===== src/rtl/edib_m2_frame_rcv.sv =====
// EDIB M2 receive deframer: sync-word hunt, MSB-first word assembly, bit-clock loss detection.
// Define EDIB_M2_PARITY_EN to expect one odd-parity bit after every data word.
module edib_m2_frame_rcv #(
  parameter logic [15:0] SYNC_WORD       = 16'hEB90,
  parameter int          WORD_BITS       = 16,
  parameter int          WORDS_PER_FRAME = 8,
  parameter int          BIT_TIMEOUT     = 24
) (
  input  logic                 clk_12m,
  input  logic                 reset,
  input  logic                 clk_m2_rcv,
  input  logic                 m2_din,
  output logic [WORD_BITS-1:0] word_data,
  output logic                 word_valid,
  output logic [7:0]           word_index,
  output logic                 frame_sync,
  output logic                 frame_done,
  output logic [15:0]          frame_cnt,
  output logic                 clk_lost,
  output logic                 parity_err
);

`ifdef EDIB_M2_PARITY_EN
  localparam int FRAME_BITS = WORD_BITS + 1;
`else
  localparam int FRAME_BITS = WORD_BITS;
`endif
  // The shift register holds every bit of a word except the one arriving on the closing tick.
  localparam int SR_BITS = FRAME_BITS - 1;
  localparam int CNT_W   = $clog2(FRAME_BITS + 1);
  localparam int IDLE_W  = $clog2(BIT_TIMEOUT + 1);

  typedef enum logic {HUNT, DATA} state_t;
  state_t state, state_nxt;

  logic [2:0]           clk_sync;
  logic [1:0]           din_sync;
  logic                 bit_tick, bit_val;
  logic [15:0]          sync_sr, sync_nxt;
  logic [SR_BITS-1:0]   word_sr;
  logic [WORD_BITS-1:0] word_nxt;
  logic                 perr_nxt;
  logic [CNT_W-1:0]     bit_cnt;
  logic [7:0]           word_cnt;
  logic [IDLE_W-1:0]    idle_cnt;
  logic                 sync_hit, word_end, last_word, timeout;

  // Bit clock and data share the same two-stage delay; the third clock stage only finds the edge.
  always_ff @(posedge clk_12m or negedge reset) begin
    if (!reset) begin
      clk_sync <= '0;
      din_sync <= '0;
    end else begin
      clk_sync <= {clk_sync[1:0], clk_m2_rcv};
      din_sync <= {din_sync[0], m2_din};
    end
  end

  assign bit_tick  = clk_sync[1] & ~clk_sync[2];
  assign bit_val   = din_sync[1];
  assign sync_nxt  = {sync_sr[14:0], bit_val};
  assign sync_hit  = (state == HUNT) && bit_tick && (sync_nxt == SYNC_WORD);
  assign word_end  = (state == DATA) && bit_tick && (bit_cnt == CNT_W'(FRAME_BITS - 1));
  assign last_word = (word_cnt == 8'(WORDS_PER_FRAME - 1));
  assign timeout   = (state == DATA) && !bit_tick && (idle_cnt == IDLE_W'(BIT_TIMEOUT - 1));

`ifdef EDIB_M2_PARITY_EN
  assign word_nxt = word_sr;
  assign perr_nxt = ~(^word_sr ^ bit_val);
`else
  assign word_nxt = {word_sr, bit_val};
  assign perr_nxt = 1'b0;
`endif

  assign frame_sync = (state == DATA);

  always_ff @(posedge clk_12m or negedge reset) begin
    if (!reset) state <= HUNT;
    else        state <= state_nxt;
  end

  // NOTE: next-state logic assigns a default before the case so no path leaves state_nxt unassigned (no latch).
  always_comb begin
    state_nxt = state;
    case (state)
      HUNT:    if (sync_hit) state_nxt = DATA;
      DATA:    if ((word_end && last_word) || timeout) state_nxt = HUNT;
      default: state_nxt = HUNT;
    endcase
  end

  // NOTE: every register here, including the word shift register, is reset so a mid-frame reset leaves no stale data.
  always_ff @(posedge clk_12m or negedge reset) begin
    if (!reset) begin
      sync_sr    <= ~SYNC_WORD;
      word_sr    <= '0;
      bit_cnt    <= '0;
      word_cnt   <= '0;
      idle_cnt   <= '0;
      word_data  <= '0;
      word_index <= '0;
      word_valid <= 1'b0;
      frame_done <= 1'b0;
      frame_cnt  <= '0;
      clk_lost   <= 1'b0;
      parity_err <= 1'b0;
    end else begin
      // NOTE: non-blocking assignments throughout, so every right-hand side sees pre-edge values.
      word_valid <= 1'b0;
      frame_done <= 1'b0;
      clk_lost   <= 1'b0;
      parity_err <= 1'b0;

      if (bit_tick)                             idle_cnt <= '0;
      else if (idle_cnt != IDLE_W'(BIT_TIMEOUT)) idle_cnt <= idle_cnt + 1'b1;

      if (state == HUNT) begin
        bit_cnt  <= '0;
        word_cnt <= '0;
        if (bit_tick) sync_sr <= sync_nxt;
      end else if (timeout) begin
        clk_lost <= 1'b1;
        sync_sr  <= ~SYNC_WORD;
        bit_cnt  <= '0;
        word_cnt <= '0;
      end else if (bit_tick) begin
        if (bit_cnt < CNT_W'(SR_BITS)) word_sr <= SR_BITS'({word_sr, bit_val});
        if (word_end) begin
          word_data  <= word_nxt;
          word_index <= word_cnt;
          word_valid <= 1'b1;
          parity_err <= perr_nxt;
          bit_cnt    <= '0;
          if (last_word) begin
            frame_done <= 1'b1;
            frame_cnt  <= frame_cnt + 1'b1;
            sync_sr    <= ~SYNC_WORD;
            word_cnt   <= '0;
          end else begin
            word_cnt <= word_cnt + 1'b1;
          end
        end else begin
          bit_cnt <= bit_cnt + 1'b1;
        end
      end
    end
  end

endmodule

===== config.mk =====
export PLATFORM = sky130hd
export DESIGN_NAME = edib_m2_frame_rcv
export DESIGN_NICKNAME = d
export VERILOG_FILES = /design/src/rtl/edib_m2_frame_rcv.sv
export SDC_FILE = /design/constraint.sdc
export NUM_CORES = 1
export LEC_CHECK = 0
export CAP_MARGIN = 10
export CORE_MARGIN = 2
export CORE_UTILIZATION = 55
export DETAILED_ROUTE_END_ITERATION = 16
export GPL_ROUTABILITY_DRIVEN = 0
export MAX_ROUTING_LAYER = met4
export PLACE_DENSITY = 0.85
export REMOVE_ABC_BUFFERS = 1
export SLEW_MARGIN = 0
export SYNTH_ARGS = -nofsm -noshare
export SYNTH_HDL_FRONTEND = slang
export SYNTH_SLANG_ARGS = --single-unit
export TNS_END_PERCENT = 30

===== constraint.sdc =====
create_clock -name clk_12m -period 3.5 [get_ports clk_12m]
set_clock_uncertainty 0.2 [all_clocks]
set_input_delay 0.7 -clock clk_12m [delete_from_list [all_inputs] [get_ports clk_12m]]
set_output_delay 0.7 -clock clk_12m [all_outputs]
set_load 0.05 [all_outputs]

==> results_dict.tcl <==
set metrics [dict create \
    status "finished, final reports clean" \
    first_pass_iters 4 \
    setup_slack_ps 885 \
    core_area_um2 7690 \
    ys_ff_latch 97 \
    syn-cell-area_um2 4330 \
    reg2reg_slack_ps 880 \
    rsz0062_at_grt "no" \
    root_buffer "clkbuf_8" \
    h-tree-depth 3 \
    via_count 2940 \
    antenna_found_initial 0 \
    p_total_mw 2.01 \
    synth_compound_area_share_pct 6.50 \
    tns_ps 0 \
    synth_fa_ha_area_share_pct 1.44 \
    crit_type "register to register" \
    synth_ff_type "dfrtp_1" \
    cts_resized 0 \
    area_growth_pct 17.5 \
    cts.sinks 97 \
    p_leak_nw 2.31 \
    hold_depth 0 \
    finalHoldViolations 0 \
    fin_nets 414 \
    wl_per_cell_um 16.3 \
    tritoncts "yes" \
    ios 49 \
    die_h_um 92.7 \
    synth_edf_count 0 \
    synth_simple_gate_area_share_pct 15.6 \
    grt_util_all_layers_pct 21.5 \
    synth_top_family_by_area "simple AND/OR/NAND/NOR gates" \
    synth_area_per_cell_um2 12.1 \
    hold_buffers 0 \
    io_buffer_count 47 \
    rr_worst_depth 4 \
    regArea_um2 2440 \
    cts_setup_buffers 0 \
    overflow 0 \
    synth_seq_area_share_pct 56.3 \
    end_kind "register" \
    clkTransAtPathRegs_ps 100 \
    grt_pass1_vias 2991 \
    wl_um 8340 \
    max_freq_mhz 382 \
    relSlewSlack_pct 46.8 \
    drc 0 \
    row_count 32 \
    diodes 0 \
    worst_hold_slack_ps 164 \
    fillCellCount 580 \
    cp_max_fo 14 \
    vdd_ir_drop_max_mv 0.273 \
    grt_max_degree 63 \
    dieArea_um2 8600 \
    tightest_slew_ps 798 \
    synth-async-reset-ratio_pct 100 \
    synth-xor-area-share_pct 4.65 \
    cp-start-kind "register" \
    hpwl_um 5600 \
    worstPathRequired_ps 3540 \
    cp.arrival_ps 2660 \
    cellPowerDensity_nw_per_um2 394 \
    dp_slack_ps 914 \
    cap_violations 0 \
    finalCritPeriodShare_pct 74.7 \
    die_w_um 92.7 \
    numCtsBuffers 9 \
    finalSetupViolations 0 \
    ys_warn_count 0 \
    min_path_type "register to register" \
    grt_pass1_wl_um 14100 \
    insertion_delay_ps 370 \
    synth_cells 357 \
    drive_above_1_share_pct 22.9 \
    avgViaCountPerCell 5.74 \
    drtIter0Drc 212 \
    ys_types 49 \
    report.final.slew_viol_count 0 \
    start_util_pct 56.3 \
    yosys-mux-area-fraction_pct 12.5 \
    multi_input_area_um2 1770 \
    ant_nets 0 \
    layout_min_cycle_time_ps 2620 \
    cts_buffer_depth 2 \
]
==> sequential cells by signal, summed over array words and instances, names as in the netlist <==
| register | flops |
|---|---|
| frame_cnt | 16 |
| word_data | 16 |
| sync_sr | 15 |
| word_sr | 15 |
| word_cnt | 8 |
| word_index | 8 |
| bit_cnt | 5 |
| idle_cnt | 5 |
| clk_sync | 3 |
| din_sync | 2 |
| clk_lost | 1 |
| frame_done | 1 |
| frame_sync | 1 |
| word_valid | 1 |
==> final timing paths <==
| check | startpoint | end |
|---|---|---|
| worst min register to register | clk_sync[0] | clk_sync[1] |
| max in group asynchronous | reset | sync_sr[6] |
| worst max-delay path | word_cnt[5] | sync_sr[7] |
| min in group asynchronous | reset | word_valid |
| worst min-delay path | clk_sync[0] | clk_sync[1] |
| worst max register to register | word_cnt[5] | sync_sr[7] |
==> through the flow <==
stage | utilization [%] | instances | instance area [um2]
floorplan | - | 340 | 4240
global placement | 63.7 | 496 | 4900
detailed placement | 63.7 | 496 | 4900
CTS | 66.2 | 512 | 5090
global route | 66.2 | 512 | 5090
finish | 66.2 | 512 | 5090
==> synthesized netlist by cell type, types with 3 or more instances <==
| library cell | n | area (um2) |
|---|---|---|
| nand2_1 | 13 | 48.8 |
| ha_1 | 5 | 62.6 |
| nor3_2 | 9 | 90.1 |
| nand4_1 | 11 | 68.8 |
| nand3_1 | 15 | 75.1 |
| and3_1 | 4 | 25.0 |
| clkbuf_1 | 11 | 41.3 |
| or2_2 | 4 | 25.0 |
| o2bb2ai_1 | 7 | 61.3 |
| xnor2_1 | 10 | 87.6 |
| o22a_1 | 7 | 61.3 |
| mux2i_1 | 9 | 90.1 |
| o211ai_1 | 4 | 30.0 |
| nor3_1 | 5 | 25.0 |
| nor4_2 | 3 | 37.5 |
| inv_1 | 11 | 41.3 |
| nand4b_1 | 3 | 26.3 |
| xor2_1 | 13 | 114 |
| o21ai_0 | 5 | 25.0 |
| mux2_2 | 40 | 450 |
| nor2_1 | 37 | 139 |
| dfstp_2 | 8 | 210 |
| dfrtp_1 | 89 | 2230 |
==> worst max-delay path, stage by stage (launching register included) <==
cell and delay, ps:
dfrtp_1 460, or4_4 570, or3_1 680, a31o_2 440
o2bb2ai_1 140
==> cell families (layout without fill, tap and decap cells) <==
group	count (synthesis)	in the layout
fa+ha+maj	5	5
simple gates	118	118
buf+inv	28	81
compound gates	36	36
other cells	1	1
flops	97	97
mux	49	49
xor+xnor	23	23
==> layout by cell type (no fill, tap or decap), types with 7 or more instances in the layout <==
cell type         n
buf_4             8
o22a_1            7
mux2_2           40
xnor2_1          10
xor2_1           13
nand3_1          15
clkdlybuf4s50_1  46
clkbuf_8         10
dfrtp_1          89
mux2i_1           9
nand4_1          11
o2bb2ai_1         7
nand2_1          13
inv_1            11
nor3_2            9
dfstp_2           8
nor2_1           36
==> power by group <==
part	internal (mW)	switching, mW	leakage (nW)
clock	0.294	0.422	0.101
sequential	1.15	0.0309	1.28
combinational	0.0434	0.0653	0.935
==> area by class of cell <==
class / count / share of cell area (%)
repair buffers: 54 / 10.2
flip-flops and latches: 97 / 47.9
well taps: 102 / 2.51
clock inverters: 6 / 1.13
inverters: 11 / 0.811
multi-input cells: 232 / 34.8
clock buffers: 10 / 2.70
==> metal layers <==
layer | up-vias | track usage (%) | part of all wire (%)
li1 | 1367 | - | -
met1 | 1500 | 27.3 | 44
met2 | 59 | 34.7 | 51
met3 | 14 | 3.01 | 2.6
met4 | 0 | 10.0 | 2.2
met5 | - | - | 0
Note: power is estimated with default switching activity, not from simulation.
